$ cat src/rtl/scope_capture_ctrl.sv
// Pre/post-trigger capture sequencer: streams samples into a circular RAM and
// records where the trigger landed so readout can unroll the buffer.
module scope_capture_ctrl #(
  parameter int ADDR_W = 10,
  parameter int DATA_W = 14
) (
  input  logic              clk,
  input  logic              rst,
  input  logic              en,
  input  logic [DATA_W-1:0] sample,
  input  logic              trig_in,
  input  logic              force_trig,
  input  logic              arm,
  input  logic              abort,
  input  logic [ADDR_W-1:0] pretrig_len,
  output logic              mem_we,
  output logic [ADDR_W-1:0] mem_addr,
  output logic [DATA_W-1:0] mem_data,
  output logic [ADDR_W-1:0] trig_addr,
  output logic [ADDR_W-1:0] start_addr,
  output logic              busy,
  output logic              waiting,
  output logic              done
);

  typedef enum logic [2:0] {
    S_IDLE,
    S_PRETRIG,
    S_WAIT_TRIG,
    S_POSTTRIG,
    S_DONE
  } state_t;

  state_t state_q, state_d;

  logic [ADDR_W-1:0] wr_ptr_q, wr_ptr_d;
  logic [ADDR_W-1:0] cnt_q, cnt_d;
  logic [ADDR_W-1:0] pre_len_q, pre_len_d;
  logic [ADDR_W-1:0] trig_addr_q, trig_addr_d;
  logic [ADDR_W-1:0] start_addr_q, start_addr_d;
  logic [ADDR_W-1:0] mem_addr_q, mem_addr_d;
  logic [DATA_W-1:0] mem_data_q, mem_data_d;
  logic              mem_we_q, mem_we_d;
  logic              trig_d_q, trig_d_d;
  logic              busy_q, busy_d;
  logic              waiting_q, waiting_d;
  logic              done_q, done_d;

  logic              capturing;
  logic              trig_edge;
  logic [ADDR_W-1:0] pre_last;
  logic [ADDR_W-1:0] post_last;

  assign capturing = (state_q == S_PRETRIG) || (state_q == S_WAIT_TRIG) ||
                     (state_q == S_POSTTRIG);
  assign trig_edge = en & ((trig_in & ~trig_d_q) | force_trig);
  assign pre_last  = pre_len_q - ADDR_W'(1);
  // Post phase holds DEPTH-pre_len samples; last count index taken mod DEPTH.
  assign post_last = ADDR_W'(0) - pre_len_q - ADDR_W'(1);

  always_comb begin
    state_d      = state_q;
    wr_ptr_d     = wr_ptr_q;
    cnt_d        = cnt_q;
    pre_len_d    = pre_len_q;
    trig_addr_d  = trig_addr_q;
    start_addr_d = start_addr_q;
    mem_addr_d   = mem_addr_q;
    mem_data_d   = mem_data_q;
    mem_we_d     = 1'b0;
    trig_d_d     = en ? trig_in : trig_d_q;

    if (abort) begin
      state_d = S_IDLE;
    end else if (arm && !capturing) begin
      pre_len_d = pretrig_len;
      cnt_d     = '0;
      wr_ptr_d  = '0;
      state_d   = (pretrig_len != '0) ? S_PRETRIG : S_WAIT_TRIG;
    end else if (en && capturing) begin
      mem_we_d   = 1'b1;
      mem_addr_d = wr_ptr_q;
      mem_data_d = sample;
      wr_ptr_d   = wr_ptr_q + ADDR_W'(1);
      case (state_q)
        S_PRETRIG: begin
          cnt_d = cnt_q + ADDR_W'(1);
          if (cnt_q == pre_last) state_d = S_WAIT_TRIG;
        end
        S_WAIT_TRIG: begin
          if (trig_edge) begin
            trig_addr_d  = wr_ptr_q;
            start_addr_d = wr_ptr_q - pre_len_q;
            cnt_d        = ADDR_W'(1);
            // With a single post sample the trigger write completes the record.
            state_d      = (post_last == '0) ? S_DONE : S_POSTTRIG;
          end
        end
        S_POSTTRIG: begin
          cnt_d = cnt_q + ADDR_W'(1);
          if (cnt_q == post_last) state_d = S_DONE;
        end
        default: begin
        end
      endcase
    end

    busy_d    = (state_d == S_PRETRIG) || (state_d == S_WAIT_TRIG) ||
                (state_d == S_POSTTRIG);
    waiting_d = (state_d == S_WAIT_TRIG);
    done_d    = (state_d == S_DONE);
  end

  always_ff @(posedge clk or posedge rst) begin
    if (rst) begin
      state_q      <= S_IDLE;
      wr_ptr_q     <= '0;
      cnt_q        <= '0;
      pre_len_q    <= '0;
      trig_addr_q  <= '0;
      start_addr_q <= '0;
      mem_addr_q   <= '0;
      mem_data_q   <= '0;
      mem_we_q     <= 1'b0;
      trig_d_q     <= 1'b0;
      busy_q       <= 1'b0;
      waiting_q    <= 1'b0;
      done_q       <= 1'b0;
    end else begin
      state_q      <= state_d;
      wr_ptr_q     <= wr_ptr_d;
      cnt_q        <= cnt_d;
      pre_len_q    <= pre_len_d;
      trig_addr_q  <= trig_addr_d;
      start_addr_q <= start_addr_d;
      mem_addr_q   <= mem_addr_d;
      mem_data_q   <= mem_data_d;
      mem_we_q     <= mem_we_d;
      trig_d_q     <= trig_d_d;
      busy_q       <= busy_d;
      waiting_q    <= waiting_d;
      done_q       <= done_d;
    end
  end

  assign mem_we     = mem_we_q;
  assign mem_addr   = mem_addr_q;
  assign mem_data   = mem_data_q;
  assign trig_addr  = trig_addr_q;
  assign start_addr = start_addr_q;
  assign busy       = busy_q;
  assign waiting    = waiting_q;
  assign done       = done_q;

endmodule

$ cat config.mk
export PLATFORM = sky130hd
export DESIGN_NAME = scope_capture_ctrl
export DESIGN_NICKNAME = d
export VERILOG_FILES = /design/src/rtl/scope_capture_ctrl.sv
export SDC_FILE = /design/constraint.sdc
export NUM_CORES = 1
export LEC_CHECK = 0
export CELL_PAD_IN_SITES_DETAIL_PLACEMENT = 0
export CELL_PAD_IN_SITES_GLOBAL_PLACEMENT = 2
export CORE_AREA = 2 2 85 168
export CTS_CLUSTER_SIZE = 8
export DETAILED_ROUTE_END_ITERATION = 12
export DIE_AREA = 0 0 87 170
export PLACE_DENSITY = 0.75
export SETUP_SLACK_MARGIN = 0.2
export SLEW_MARGIN = 10
export SYNTH_ARGS = -nofsm -noshare
export SYNTH_HDL_FRONTEND = slang
export SYNTH_SLANG_ARGS = --single-unit
$ cat constraint.sdc
create_clock -name clk -period 3.6 [get_ports clk]
set_clock_uncertainty 0.1 [all_clocks]
set_input_delay 0.72 -clock clk [delete_from_list [all_inputs] [get_ports clk]]
set_output_delay 0.72 -clock clk [all_outputs]
set_load 0.01 [all_outputs]
; Word level (Yosys, flattened, before mapping)
; Cells that the tools add are included.
[word_totals]
elab_cells = 70
reg_bits = 82
in_bits = 31
out_inout_bits = 48
[op_classes]
add_sub_neg = 6
muxes = 18
n_eq_ne = 10
n_reduce_logical = 17
bitwise_logic = 6
[ops]
columns = operator, count
row1 = 10-bit two-way mux, 5
row2 = 3-bit two-way mux, 7
row3 = "10-bit by 1-bit adder with 10-bit output, second input constant", 2
row4 = 10-bit equality test, 2
row5 = 10-bit case mux with 2 select lines, 1
row6 = "10-bit by 1-bit subtractor with 10-bit output, second input constant", 2
row7 = "3-bit by 2-bit equality test with 1-bit output, second input constant", 4
row8 = 10-bit logical NOT, 1
row9 = 10-bit nonzero test, 1
row10 = "1-bit by 10-bit subtractor with 10-bit output, first input constant", 1
row11 = 10-bit subtractor, 1
row12 = 3-bit case mux with 3 select lines, 1
row13 = "3-bit by 1-bit equality test with 1-bit output, second input constant", 2
row14 = 5-bit AND reduction, 1
row15 = 1-bit logical OR, 4
row16 = 2-bit AND reduction, 2
row17 = 4-bit AND reduction, 1
row18 = "3-bit equality test, second input constant", 1
row19 = 1-bit two-way mux, 3
row20 = "3-bit by 2-bit != test with 1-bit output, second input constant", 1
row21 = 1-bit NOT, 3
row22 = 3-bit AND reduction, 1
row23 = 3-bit nonzero test, 1
row24 = 1-bit AND, 2
row25 = 6 further kinds, 7

; Logic depth before layout (Yosys ltp)
[logic_depth]
depth_word = 12
depth_mapped = 10
mapped_depth_nobuf = 10

; Worst setup path before layout
; No wires, ideal clock.
[synth_path]
path_type = input port to flip-flop
startpoint = input en
endpoint = register trig_addr_q[2], in the netlist trig_addr[2]
slack_ns = 1.055
required_ns = 3.373
arrival_ns = 2.318
setup_time_ns = 0.127
n_path_buf = 3
cell_stages = 8
cell_sequence = and2b_1 o21ai_1 nand2b_1 buf_2 or4_1 clkbuf_1 buf_6 mux2_1
[synth_via]
elab_chain_cells = 2
[synth_rtl]
columns = element, line_no
row1 = start: declaration, 9  ; input logic en,
row2 = 1-bit AND / 1-bit logical AND (equally long branches), "56, 80"
row3 = 5-bit AND reduction (no line) (*), n/a
row4 = end signal: assignment, 134  ; trig_addr_q <= trig_addr_d;
row5 = end: declaration, 39  ; logic [ADDR_W-1:0] trig_addr_q, trig_addr_d;
; Every way passes the cells marked *; elsewhere a longest branch is shown, timed or not.
; A chain may end at the register's enable or synchronous reset.

; Final worst setup path
[layout_path]
startpoint = input en
endpoint = register trig_addr_q[9], in the netlist trig_addr[9]
; Same word-level chain as after synthesis.

==> parameters.txt <==
Parameter                              Value

Floorplan
  Row Count    60
  Horizontal die dimension    87 um
  Area enclosed by the die boundary    14800 sq um
  Effective utilization at floorplan    0.316
  CORE AREA    13400 sq um
  Die H    170 um
  # IOs    79

GRT
  Total congestion overflow after global routing    0
  Overall routing resource usage    0.176
  Antenna violations before repair    0
  Number of global-route vias before repair    3735
  Largest net degree at the start of global routing    83
  Global-route wire length before repair    19900 um

Worst setup path
  Kind of capture point of the worst setup path    flop
  Logic depth of the worst register-to-register path    9
  Category of cells accounting for the largest share of critical-path delay    simple AND/OR/NAND/NOR gates
  Cell with the largest stage delay on the worst path    sky130_fd_sc_hd__clkdlybuf4s50_1
  Worst reg2reg startpoint    pre_len_q[1]$_DFFE_PP0P_
  Crit path depth    7
  Buffers plus inverters on the worst setup path    2
  Arrival @ worst endpoint    2.94 ns
  Required time of the worst setup path    3.72 ns
  Worst setup path start    en
  Critical-path cell list    clkdlybuf4s50_1 -> and2b_1 -> o21ai_1 -> nand2b_1 -> or4_1 -> buf_4 -> mux2_1
  CP Max Fanout    32
  Delay of the slowest cell on the worst path    0.57 ns
  Category of the most critical setup path    in -> reg
  Startpoint type of the worst setup path    input port

Synth
  Cell accounting for the most synthesized area    sky130_fd_sc_hd__dfrtp_1
  Most instantiated library cell after synthesis    sky130_fd_sc_hd__nand2_1
  Number of register bits inferred by synthesis    82
  FFs w/ async S/R, synth    1.00
  Post-synthesis cell area    4240 sq um
  Cell types occupying the most area after synthesis    sky130_fd_sc_hd__dfrtp_1 48%, sky130_fd_sc_hd__nand2_1 11%, sky130_fd_sc_hd__o21ai_0 4.0%, sky130_fd_sc_hd__ha_1 3.8%, sky130_fd_sc_hd__xor2_1 3.3%
  Most instantiated flip-flop cell in the synthesis netlist    sky130_fd_sc_hd__dfrtp_1
  Post-synth EDFFs    0
  Gate count after technology mapping    471
  Count of cell types in the netlist    50
  Seq/Total Area, Yosys    0.484
  Yosys top cell area share    0.484
  Most frequent cells after synthesis    122 x sky130_fd_sc_hd__nand2_1, 82 x sky130_fd_sc_hd__dfrtp_1, 34 x sky130_fd_sc_hd__o21ai_0
  Yosys warning count    0
  Average cell area after synthesis    9.01 sq um
  Post-synthesis net count    516

Power and ir drop
  Power density over the cells    585 nW/um^2
  IR Drop Worst-Case VDD    0.273 mV
  LEAKAGE    0.00255 uW

Routing
  Number of vias in the routed layout    3610
  Antenna Nets Post-Route    0
  Number of remaining DRC errors    0
  Detail-routed net length per standard cell    17.2 um
  Number of vias per cell    5.08
  Wire length after detailed routing    12200 um
  Iteration count of the initial detailed-routing pass    4
  Number of DRC markers after the initial detailed-route iteration    115

Final layout
  N_diodes    0
  Total number of nets in the final design    595
  Fraction of final layout cells with drive strength greater than 1    0.0649
  Growth of design area from synthesis to finish    30.5%
  Final design utilization    0.412

Min path
  Worst min-delay path startpoint    mem_data[5]$_DFFE_PP0P_
  Class of the worst hold path    reg -> reg
  Cell depth of the worst hold path    2

STA
  Fin Setup TNS    0 ns
  Minimum clock period after layout    2.82 ns
  Slew Viols, Final    0
  Crit path setup slack, layout    0.777 ns
  Total count of hold-check failures in the final report    0
  Slew Limit Headroom    0.610
  Transition time of the tightest slew-check pin    0.582 ns
  Unrepaired setup endpoints after global routing    false
  Final setup violation count    0
  Final period util    0.784
  F_max    354 MHz

Clock network
  Clock tree from TritonCTS    yes
  Number of gates given a new drive strength after cts    0
  Number of buffers inserted by hold repair at cts    0
  Buffers inserted by post-CTS timing repair    0
  Reg clk slew, reported paths    0.07 ns
  Inserted Clock Buffers    9
  Maximum count of clock buffers along a single path    2
  H-tree levels    3
  Clock root buffer    sky130_fd_sc_hd__clkbuf_16
  CTS Sinks    82
  Later-pin clock latency in the skew report    0.34 ns

Place
  Gpl congestion    0.885
  # port buffers    78
  HPWL after detailed placement    9110 um
  Place WS    0.430 ns

Status
  Status    finished clean

Job
  Max Cap Violations    0
through the flow:
step	cell area [sq um]	std cells	hold slack (ns)	total power, uW
floorplan	4240	471	0.364	1790
global placement	5210	694	0.360	2210
detailed placement	5210	694	0.364	2230
CTS	5540	710	0.381	3290
global route	5540	710	0.407	3460
finish	5540	710	0.374	3240
worst min-delay path: cells and delay by family, from the launching register on:
family | cells | cell delay, ns
DFF | 1 | 0.34
and+or+nand+nor | 2 | 0.10
final cells by class:
| cell class | count | area [sq um] |
|---|---|---|
| well taps | 155 | 194 |
| clock inverters | 7 | 105 |
| flip-flops and latches | 82 | 2050 |
| clock buffers | 9 | 225 |
| repair buffers | 87 | 861 |
| multi-input cells | 347 | 2010 |
| fillers | 1332 | 7900 |
| inverters | 23 | 87.6 |
logic make-up (layout without fill, tap and decap cells):
kind of cell / count (synthesis) / after routing / synth area share
AND/OR/NAND/NOR: 204 / 204 / 0.219
AO/OA/AOI/OAI: 94 / 94 / 0.134
flip-flops: 82 / 82 / 0.484
buffers and inverters: 42 / 126 / 0.0419
XOR/XNOR: 23 / 23 / 0.0475
adder cells (fa/ha/maj): 14 / 14 / 0.0431
multiplexers: 12 / 12 / 0.0310
state kept, by name, summed over array words and instances, names as in the netlist:
| name | count |
|---|---|
| waiting | 1 |
| mem_data | 14 |
| state_q | 3 |
| wr_ptr_q | 10 |
| busy | 1 |
| mem_addr | 10 |
| trig_d_q | 1 |
| mem_we | 1 |
| trig_addr | 10 |
| done | 1 |
| cnt_q | 10 |
| pre_len_q | 10 |
| start_addr | 10 |
per-layer routing:
metal | GRT usage | vias up | routed length (um)
met5 | 0 | - | 0
met4 | 0.0788 | 0 | 276
met3 | 0.0296 | 16 | 417
met2 | 0.320 | 69 | 6860
met1 | 0.195 | 1762 | 4680
li1 | - | 1763 | -
worst paths after layout:
check	end	slack, ns
worst max-delay path	trig_addr[9]$_DFFE_PP0P_	0.78
worst min-delay path	mem_data[5]$_DFFE_PP0P_	0.37
worst max register to register	done$_DFF_PP0_	0.91
worst min register to register	mem_data[5]$_DFFE_PP0P_	0.37
max in group asynchronous	cnt_q[0]$_DFFE_PP0P_	2.34
min in group asynchronous	trig_addr[7]$_DFFE_PP0P_	0.67
cells in the final DEF (no fill, tap or decap), drive strengths merged, types with 2 or more instances in the layout:
master         instances
nand2                122
dfrtp                 82
clkdlybuf4s50         78
o21ai                 54
inv                   26
nor2                  18
xor2                  16
ha                    13
nand3                 11
nor3                  11
o31ai                  9
clkbuf                 9
mux2                   9
buf                    9
nand2b                 8
a21oi                  8
and3                   8
xnor2                  7
nand4                  7
o21a                   6
nor2b                  4
or4                    4
a31oi                  4
mux2i                  3
or3                    3
o311a                  2
a211o                  2
nor3b                  2
o22ai                  2
bufinv                 2
nor4                   2
where the power goes:
| group | total, uW | leakage (uW) | internal (uW) | switching [uW] |
|---|---|---|---|---|
| clock network | 1040 | 0.000159 | 621 | 417 |
| logic | 944 | 0.00130 | 466 | 479 |
| registers | 1260 | 0.00109 | 1080 | 177 |
(Power assumes the default switching activity.)
